## src/rtl/l2_request_scheduler_pkg.sv

```systemverilog
// cache_types_pkg: shared line/address types and scheduler enums for the L1/L2 glue.
// Revision 1.0
`default_nettype none

package cache_types_pkg;

  localparam int DEF_LINE_W = 128;
  localparam int DEF_ADDR_W = 16;
  localparam int DEF_CNT_W  = 16;

  typedef logic [DEF_LINE_W-1:0] line_t;
  typedef logic [DEF_ADDR_W-1:0] addr_t;

  typedef enum logic [1:0] {
    IDLE = 2'd0,
    BUSY = 2'd1,
    RESP = 2'd2
  } sched_state_t;

  typedef enum logic {
    REQ_INSTR = 1'b0,
    REQ_DATA  = 1'b1
  } requester_t;

endpackage

`default_nettype wire

```

## src/rtl/l2_request_scheduler_rr_pick2.sv

```systemverilog
// rr_pick2: two-way round-robin select; a tie goes to the requester that was not granted last.
// Revision 1.0
`default_nettype none

module rr_pick2
  import cache_types_pkg::*;
(
  input  logic [1:0] req,
  input  requester_t last_grant,
  output logic       grant_valid,
  output requester_t grant_id
);

  // req[0] is the I-cache, req[1] the D-cache
  always_comb begin
    grant_valid = |req;
    grant_id    = REQ_INSTR;
    if (req == 2'b10) begin
      grant_id = REQ_DATA;
    end else if (req == 2'b11 && last_grant == REQ_INSTR) begin
      grant_id = REQ_DATA;
    end
  end

endmodule

`default_nettype wire

```

## src/rtl/l2_request_scheduler.sv

```systemverilog
// l2_request_scheduler: shares one L2 port between I- and D-cache with registered round-robin arbitration.
// Revision 1.0
`default_nettype none

module l2_request_scheduler
  import cache_types_pkg::*;
#(
  parameter int LINE_W = DEF_LINE_W,
  parameter int ADDR_W = DEF_ADDR_W,
  parameter int CNT_W  = DEF_CNT_W
) (
  input  logic              clk,
  input  logic              rst,

  input  logic              instr_read,
  input  logic              instr_write,
  input  logic [ADDR_W-1:0] instr_addr,
  input  logic [LINE_W-1:0] instr_wdata,
  output logic [LINE_W-1:0] instr_rdata,
  output logic              instr_resp,

  input  logic              data_read,
  input  logic              data_write,
  input  logic [ADDR_W-1:0] data_addr,
  input  logic [LINE_W-1:0] data_wdata,
  output logic [LINE_W-1:0] data_rdata,
  output logic              data_resp,

  output logic              L2_read,
  output logic              L2_write,
  output logic [ADDR_W-1:0] L2_addr,
  output logic [LINE_W-1:0] L2_wdata,
  input  logic [LINE_W-1:0] L2_rdata,
  input  logic              L2_resp,

  output logic [CNT_W-1:0]  grant_cnt_instr,
  output logic [CNT_W-1:0]  grant_cnt_data
);

  localparam logic [1:0] ST_IDLE = IDLE;
  localparam logic [1:0] ST_BUSY = BUSY;
  localparam logic [1:0] ST_RESP = RESP;

  logic [1:0]        state;
  requester_t        owner;
  requester_t        last_grant;
  logic [LINE_W-1:0] line;
  logic [CNT_W-1:0]  cnt_instr;
  logic [CNT_W-1:0]  cnt_data;

  logic              grant_valid;
  requester_t        grant_id;
  logic              sel_write;
  logic [ADDR_W-1:0] sel_addr;
  logic [LINE_W-1:0] sel_wdata;

  rr_pick2 u_pick (
    .req         ({data_read | data_write, instr_read | instr_write}),
    .last_grant  (last_grant),
    .grant_valid (grant_valid),
    .grant_id    (grant_id)
  );

  // A grant is only issued when read|write is high, so write-low implies a read.
  always_comb begin
    sel_write = instr_write;
    sel_addr  = instr_addr;
    sel_wdata = instr_wdata;
    if (grant_id == REQ_DATA) begin
      sel_write = data_write;
      sel_addr  = data_addr;
      sel_wdata = data_wdata;
    end
  end

  always_ff @(posedge clk or posedge rst) begin
    if (rst) begin
      state      <= ST_IDLE;
      owner      <= REQ_INSTR;
      last_grant <= REQ_DATA;
      L2_read    <= 1'b0;
      L2_write   <= 1'b0;
      L2_addr    <= '0;
      L2_wdata   <= '0;
      line       <= '0;
      instr_resp <= 1'b0;
      data_resp  <= 1'b0;
    end else begin
      instr_resp <= 1'b0;
      data_resp  <= 1'b0;
      case (state)
        ST_IDLE: begin
          if (grant_valid) begin
            state      <= ST_BUSY;
            owner      <= grant_id;
            last_grant <= grant_id;
            L2_addr    <= sel_addr;
            L2_wdata   <= sel_wdata;
            L2_write   <= sel_write;
            L2_read    <= ~sel_write;
          end
        end
        ST_BUSY: begin
          if (L2_resp) begin
            state      <= ST_RESP;
            line       <= L2_rdata;
            L2_read    <= 1'b0;
            L2_write   <= 1'b0;
            instr_resp <= (owner == REQ_INSTR);
            data_resp  <= (owner == REQ_DATA);
          end
        end
        ST_RESP: state <= ST_IDLE;
        default: state <= ST_IDLE;
      endcase
    end
  end

  always_ff @(posedge clk or posedge rst) begin
    if (rst) begin
      cnt_instr <= '0;
      cnt_data  <= '0;
    end else if (state == ST_IDLE && grant_valid) begin
      if (grant_id == REQ_INSTR) begin
        if (cnt_instr != {CNT_W{1'b1}}) cnt_instr <= cnt_instr + CNT_W'(1);
      end else begin
        if (cnt_data != {CNT_W{1'b1}}) cnt_data <= cnt_data + CNT_W'(1);
      end
    end
  end

  assign instr_rdata     = line;
  assign data_rdata      = line;
  assign grant_cnt_instr = cnt_instr;
  assign grant_cnt_data  = cnt_data;

endmodule

`default_nettype wire

```

## config.mk

```make
export PLATFORM = sky130hd
export DESIGN_NAME = l2_request_scheduler
export DESIGN_NICKNAME = d
export VERILOG_FILES = /design/src/rtl/l2_request_scheduler_pkg.sv /design/src/rtl/l2_request_scheduler_rr_pick2.sv /design/src/rtl/l2_request_scheduler.sv
export SDC_FILE = /design/constraint.sdc
export NUM_CORES = 1
export LEC_CHECK = 0
export CORE_AREA = 10 10 329 331
export CTS_CLUSTER_SIZE = 20
export DETAILED_ROUTE_END_ITERATION = 16
export DIE_AREA = 0 0 339 341
export GPL_TIMING_DRIVEN = 1
export MAX_ROUTING_LAYER = met4
export PLACE_DENSITY_LB_ADDON = 0.05
export SKIP_CTS_REPAIR_TIMING = 1
export SYNTH_ARGS = -nofsm -noshare
export SYNTH_HDL_FRONTEND = slang
export SYNTH_SLANG_ARGS = --single-unit
```

## constraint.sdc

```tcl
create_clock -name clk -period 11.15 [get_ports clk]
set_input_delay 2.23 -clock clk [delete_from_list [all_inputs] [get_ports clk]]
set_output_delay 2.23 -clock clk [all_outputs]
set_load 0.02 [all_outputs]
```

==> flow_summary.toml, run 1 <==
[floorplan]
die-area_mm2 = 0.116
rows = 117
initial_utilization_pct = 14.0
ioPinCount = 859
die_height_um = 341
core_mm2 = 0.101
floorplan.die.width_um = 339

[synthesis]
ys_async_sr_fraction_pct = 100
mean_area_per_synthesized_cell_um2 = 9.68
syn_nets = 1888
ys_top_cells_by_area = "sky130_fd_sc_hd__dfrtp_1, sky130_fd_sc_hd__nand2_1, sky130_fd_sc_hd__mux2i_1"
dominantRegCellSynth = "sky130_fd_sc_hd__dfrtp_1"
synth_area_leader_cell = "sky130_fd_sc_hd__dfrtp_1"
yosysSeqAreaShare_pct = 55.2
post_synthesis_sequential_element_count = 312
post_synth_instance_area_mm2 = 0.0142
post-synth-top-area-fraction_pct = 55.0
synth_cell_types = 40
synthesis_warnings = 0
netlist_instances = 1463
synth_edf_count = 0

[global_routing]
grt.total_usage_pct = 14.2
first_global_vias = 13600
total_grt_overflow = 0
grt_max_degree = 209
wire_length_of_the_first_global_routing_pass_mm = 114
initial_antenna_violation_count = 44

[timing]
finalHoldViolations = 0
timing.final.crit_share_pct = 40.8
final.min_clock_period_ns = 4.55
timing.slew.headroom_pct = 34.5
worst_slew_pin_slew_ns = 0.983
setup_violations = 0
clock.fmax_ghz = 0.220
clock_skew_ns = 0.0158
maxSlewViolCount = 0
setup_tns_ns = 0
grt_setup_unrepaired = "no"

[placement]
placed_wire_length_estimate_after_detailed_placement_mm = 67.0
globalplace.congestion = 0.745
port_buffers = 858
dpl.cell_count = 3493

[critical_path]
critPathArrivalTime_ns = 4.96
cp_data_required_time_ns = 11.56
critical_path.max_fanout = 60
criticalPathCategory = "input port to flip-flop"
critical_path_buf_inv_count = 2
cp_capture_type = "flip-flop"
critPathTopFamily = "buffers and inverters"
timing.critical_path.slowest_cell_delay_ns = 0.82
path_cells = "clkdlybuf4s50_1 -> o21ai_1 -> nand2_8 -> buf_4 -> mux2i_1 -> o21ai_0"
timing.critical_path.from_type = "input port"
critical-path-slowest-cell = "sky130_fd_sc_hd__buf_4"

[status]
status = "finished clean"

[clock_tree]
ctsRootBufferMaster = "sky130_fd_sc_hd__clkbuf_16"
clock_tree_from_tritoncts = "built"
cts_htree_levels = 2
clock_latency_ns = 0.58
clkSinkCount = 312
clk_path_buf_depth = 3
cts_made_buffers = 45
clkSlewWorstSetupHoldPaths_ns = 0.05

[min_path]
min_path_type = "flip-flop to flip-flop"

[power]
leakagePower_uw = 0.0107
total_power_divided_by_cell_area_mw_per_mm2 = 297
ir_worst_vdd_uv = 174

[cells_and_area]
layout_cell_share_with_drive_strength_beyond_1_pct = 3.90
final_cells = 3606
area.growth.synth_to_final_pct = 74.5
finalCoreUtilization_pct = 24.3
layout.nets = 2597

[routing]
first_pass_iters = 4
vias = 12600
wl_per_cell_um = 23.1
detail_route.wirelength_mm = 83.3
route.antenna.remaining_nets = 0
drt-vias-per-instance = 3.50
drc = 0
drt_first_iter_violations = 552

[flow_run]
cap_viol_max_count = 0
layout by cell type (no fill, tap or decap), types with 2 or more instances in the layout:
cell type,instances
sky130_fd_sc_hd__xor2_1,10
sky130_fd_sc_hd__a21o_1,2
sky130_fd_sc_hd__clkbuf_8,10
sky130_fd_sc_hd__ha_1,2
sky130_fd_sc_hd__mux2i_1,144
sky130_fd_sc_hd__or3_1,2
sky130_fd_sc_hd__clkdlybuf4s50_1,858
sky130_fd_sc_hd__inv_1,7
sky130_fd_sc_hd__and3_1,3
sky130_fd_sc_hd__xnor2_1,19
sky130_fd_sc_hd__buf_4,9
sky130_fd_sc_hd__dfrtp_1,311
sky130_fd_sc_hd__o21ai_0,146
sky130_fd_sc_hd__clkbuf_16,47
sky130_fd_sc_hd__nand3_1,19
sky130_fd_sc_hd__diode_2,34
sky130_fd_sc_hd__nand2_1,541
sky130_fd_sc_hd__mux2_2,2
sky130_fd_sc_hd__nor2_1,13
sky130_fd_sc_hd__nor4_1,3
sky130_fd_sc_hd__clkbuf_1,13
sky130_fd_sc_hd__clkinv_2,7
sky130_fd_sc_hd__nand4_1,8
sky130_fd_sc_hd__nor3_1,5
logic make-up after synthesis:
logic type      count (synthesis)  synth area share (%)
simple gates                  601                  16.6
flops                         312                  55.2
buf+inv                       215                  9.94
compound gates                157                  5.89
mux                           147                  10.4
xor+xnor                       29                  1.79
fa+ha+maj                       2                 0.177
sequential cells by signal, indices dropped and copies added, names as in the netlist:
signal / flops
L2_addr: 16
L2_write: 1
grant_cnt_instr: 16
instr_resp: 1
L2_wdata: 128
owner: 1
L2_read: 1
grant_cnt_data: 16
state: 2
data_rdata: 128
data_resp: 1
last_grant: 1
Yosys cell counts, types with 2 or more instances:
cell type,number
sky130_fd_sc_hd__mux2i_1,144
sky130_fd_sc_hd__xnor2_1,19
sky130_fd_sc_hd__ha_1,2
sky130_fd_sc_hd__nor3_1,5
sky130_fd_sc_hd__nor2_1,13
sky130_fd_sc_hd__nand4_1,8
sky130_fd_sc_hd__buf_4,129
sky130_fd_sc_hd__buf_2,36
sky130_fd_sc_hd__and3_1,3
sky130_fd_sc_hd__buf_6,8
sky130_fd_sc_hd__nand3_1,19
sky130_fd_sc_hd__mux2_2,2
sky130_fd_sc_hd__nor4_1,3
sky130_fd_sc_hd__dfrtp_1,311
sky130_fd_sc_hd__nand2_1,541
sky130_fd_sc_hd__a21o_1,2
sky130_fd_sc_hd__inv_1,9
sky130_fd_sc_hd__or3_1,2
sky130_fd_sc_hd__clkbuf_1,32
sky130_fd_sc_hd__xor2_1,10
sky130_fd_sc_hd__o21ai_0,146
worst min-delay path: stages, from the launching register on:
cell and delay, ns:
sky130_fd_sc_hd__dfrtp_1 0.34, sky130_fd_sc_hd__nand2_1 0.04, sky130_fd_sc_hd__o21ai_0 0.05
path summary, 6_finish.rpt:
check,from,endpoint,slack [ns],depth (start not counted)
max in group asynchronous,rst,L2_wdata[74],6.82,4
min in group asynchronous,rst,data_rdata[91],2.20,2
max,instr_write,L2_wdata[20],6.60,6
min,L2_wdata[104],L2_wdata[104],0.47,2
max reg2reg,state[1],data_rdata[101],8.21,6
min reg2reg,L2_wdata[104],L2_wdata[104],0.47,2
layer usage:
metal	share of wire, %	global-route usage, %	vias up	wire length (um)
li1	-	-	6081	-
met1	36	13.9	5937	30100
met2	52	25.2	514	43200
met3	9.8	6.73	95	8130
met4	2.2	3.35	0	1800
met5	0	-	-	0
per-stage QoR:
| stage | hold WS (ns) | area (um2) | total power, uW | setup slack [ns] |
|---|---|---|---|---|
| 2_1_floorplan | 0.418 | 14200 | 4110 | 0.292 |
| 3_3_place_gp | 0.463 | 23200 | 6080 | 5.90 |
| 3_5_place_dp | 0.470 | 23200 | 6080 | 5.90 |
| 4_1_cts | 0.483 | 24600 | 7550 | 6.54 |
| 5_1_grt | 0.501 | 24700 | 7840 | 6.39 |
| 6_report | 0.474 | 24700 | 7330 | 6.60 |
final cells by class:
type	instances	area [um2]
timing repair buffer	868	8680
antenna	34	85.1
clock buffer	70	1360
fill	10900	76800
multi-input combinational	936	4950
inverter	9	43.8
sequential	312	7810
tap	1368	1710
clock inverter	9	51.3
report_power, final:
group / switching (uW) / internal (uW)
combinational: 2190 / 1670
clock: 561 / 833
sequential: 424 / 1650
total: 3170 / 4160
Power figures use the tool's default switching activity.
==> run 2, diff against run 1 <==
--- a/config.mk
+++ b/config.mk
@@ -5,10 +5,10 @@
 export SDC_FILE = /design/constraint.sdc
 export NUM_CORES = 1
 export LEC_CHECK = 0
-export CORE_AREA = 10 10 329 331
+export CORE_AREA = 10 10 331 333
 export CTS_CLUSTER_SIZE = 20
 export DETAILED_ROUTE_END_ITERATION = 16
-export DIE_AREA = 0 0 339 341
+export DIE_AREA = 0 0 341 343
 export GPL_TIMING_DRIVEN = 1
 export MAX_ROUTING_LAYER = met4
 export PLACE_DENSITY_LB_ADDON = 0.05
==> constraint.sdc (replaced) <==
create_clock -name clk -period 4.6 [get_ports clk]
set_input_delay 0.92 -clock clk [delete_from_list [all_inputs] [get_ports clk]]
set_output_delay 0.92 -clock clk [all_outputs]
set_load 0.02 [all_outputs]
==> flow_summary.toml, run 2 (synthesis results as in run 1) <==
[power]
total_power_divided_by_cell_area_mw_per_mm2 = 728
totalPowerFinal_uw = 18200
leakagePower_uw = 0.0108
ir_worst_vdd_uv = 289

[critical_path]
worstReg2RegStart = "state[0]"
critPathTopFamily = "buffers and inverters"
timing.critical_path.slowest_cell_delay_ns = 0.60
path_cells = "clkdlybuf4s50_1 -> o21ai_1 -> nand2_8 -> buf_4 -> buf_4 -> mux2i_1 -> o21ai_0"
criticalPathCategory = "input port to flip-flop"
r2r_setup_slack_ns = 2.18
critical-path-slowest-cell = "sky130_fd_sc_hd__clkdlybuf4s50_1"
critical_path.max_fanout = 37
critical_path_s_most_frequent_cell = "sky130_fd_sc_hd__buf_4"
worstReg2RegEnd = "grant_cnt_instr[10]"
timing.critical_path.from_type = "input port"
worst_r2r_path_depth = 5
cp_data_required_time_ns = 5.05
cp_capture_type = "flip-flop"
critical_path_buf_inv_count = 3
critPathArrivalTime_ns = 3.29

[timing]
clock.fmax_ghz = 0.352
setup_tns_ns = 0
maxSlewViolCount = 0
timing.final.crit_share_pct = 61.8
setup_violations = 0
timing.slew.headroom_pct = 43.8
final.min_clock_period_ns = 2.84
worst_slew_pin_slew_ns = 0.843
clock_skew_ns = 0.0115
finalHoldViolations = 0
grt_setup_unrepaired = "no"
whs_ns = 0.478

[cells_and_area]
most-common-layout-cells = "sky130_fd_sc_hd__clkdlybuf4s50_1, sky130_fd_sc_hd__nand2_1, sky130_fd_sc_hd__dfrtp_1"
mostFrequentLayoutCell = "sky130_fd_sc_hd__clkdlybuf4s50_1"
design_area_mm2 = 0.0250
layout.nets = 2606
layout_cell_share_with_drive_strength_beyond_1_pct = 4.74
area.growth.synth_to_final_pct = 76.5
num-fill-cells = 11100

[global_routing]
total_grt_overflow = 0
grt.total_usage_pct = 13.9
initial_antenna_violation_count = 34
grt_max_degree = 131
first_global_vias = 13600
wire_length_of_the_first_global_routing_pass_mm = 113

[clock_tree]
clkSinkCount = 312
clk_path_buf_depth = 3
cts_made_buffers = 46
cts_htree_levels = 2
clock_latency_ns = 0.59
clock_tree_from_tritoncts = "built"
ctsRootBufferMaster = "sky130_fd_sc_hd__clkbuf_16"
clkSlewWorstSetupHoldPaths_ns = 0.06

[floorplan]
rows = 118
die-area_mm2 = 0.117
core_mm2 = 0.103
ioPinCount = 859
die_height_um = 343
floorplan.die.width_um = 341
initial_utilization_pct = 13.8

[status]
status = "finished clean"

[routing]
wl_per_cell_um = 22.9
drt-vias-per-instance = 3.52
detail_route.wirelength_mm = 82.9
first_pass_iters = 4
drc = 0
vias = 12800
route.antenna.remaining_nets = 0
drt_first_iter_violations = 471

[min_path]
holdCritStartpoint = "L2_wdata[62]"
timing.hold.worst_path_depth = 2
min_path_type = "flip-flop to flip-flop"
hold_path_end = "L2_wdata[62]"

[placement]
placement.cell_area_mm2 = 0.0233
port_buffers = 858
placed_wire_length_estimate_after_detailed_placement_mm = 67.1
globalplace.congestion = 0.757

[flow_run]
cap_viol_max_count = 0
==> run 2: worst max-delay path by stage <==
stage                               from        endpoint  slack, ns  cells after the start
after floorplan                      rst      L2_addr[0]      -0.47                      1
after global placement        data_write    L2_wdata[92]       1.12                      7
after detailed placement     instr_write    L2_wdata[96]       1.11                      7
after CTS                 data_rdata[65]  data_rdata[65]       1.75                      1
after global routing         instr_write    L2_wdata[96]       1.60                      7
final                        instr_write    L2_wdata[96]       1.76                      7
==> run 2: power breakdown <==
group | internal (uW) | leakage (uW) | switching (uW)
sequential | 4000 | 0.00387 | 1020
combinational | 4120 | 0.00616 | 5330
clock | 2270 | 0.000781 | 1440
total | 10400 | 0.0108 | 7780
==> run 2: tightest hold or removal path: stages, from the launching register on <==
cell and delay (ns):
sky130_fd_sc_hd__dfrtp_1 0.34, sky130_fd_sc_hd__nand2_1 0.05, sky130_fd_sc_hd__o21ai_0 0.06
==> run 2: final cells by class <==
class,count,area (um2),share of cell area (%)
clock inverter,17,165,0.661
timing repair buffer,876,8810,35.3
antenna,31,77.6,0.310
inverter,9,40.0,0.160
clock buffer,67,1400,5.62
tap,1380,1730,6.91
multi-input combinational,936,4950,19.8
sequential,312,7810,31.3
==> run 2: routing by layer <==
metal	track usage, %	part of all wire, %	vias to the layer above
li1	-	-	6106
met1	13.8	37	6037
met4	2.76	1.7	0
met3	5.92	9.3	83
met5	-	0	-
met2	25.1	53	528
==> run 2: stage by stage <==
| step | utilization [%] | instances | worst slack, ns |
|---|---|---|---|
| 2_1_floorplan | - | 1463 | -0.474 |
| 3_3_place_gp | 22.7 | 3513 | 1.12 |
| 3_5_place_dp | 22.7 | 3513 | 1.11 |
| 4_1_cts | 24.2 | 3597 | 1.75 |
| 5_1_grt | 24.3 | 3621 | 1.60 |
| 6_report | 24.3 | 3628 | 1.76 |
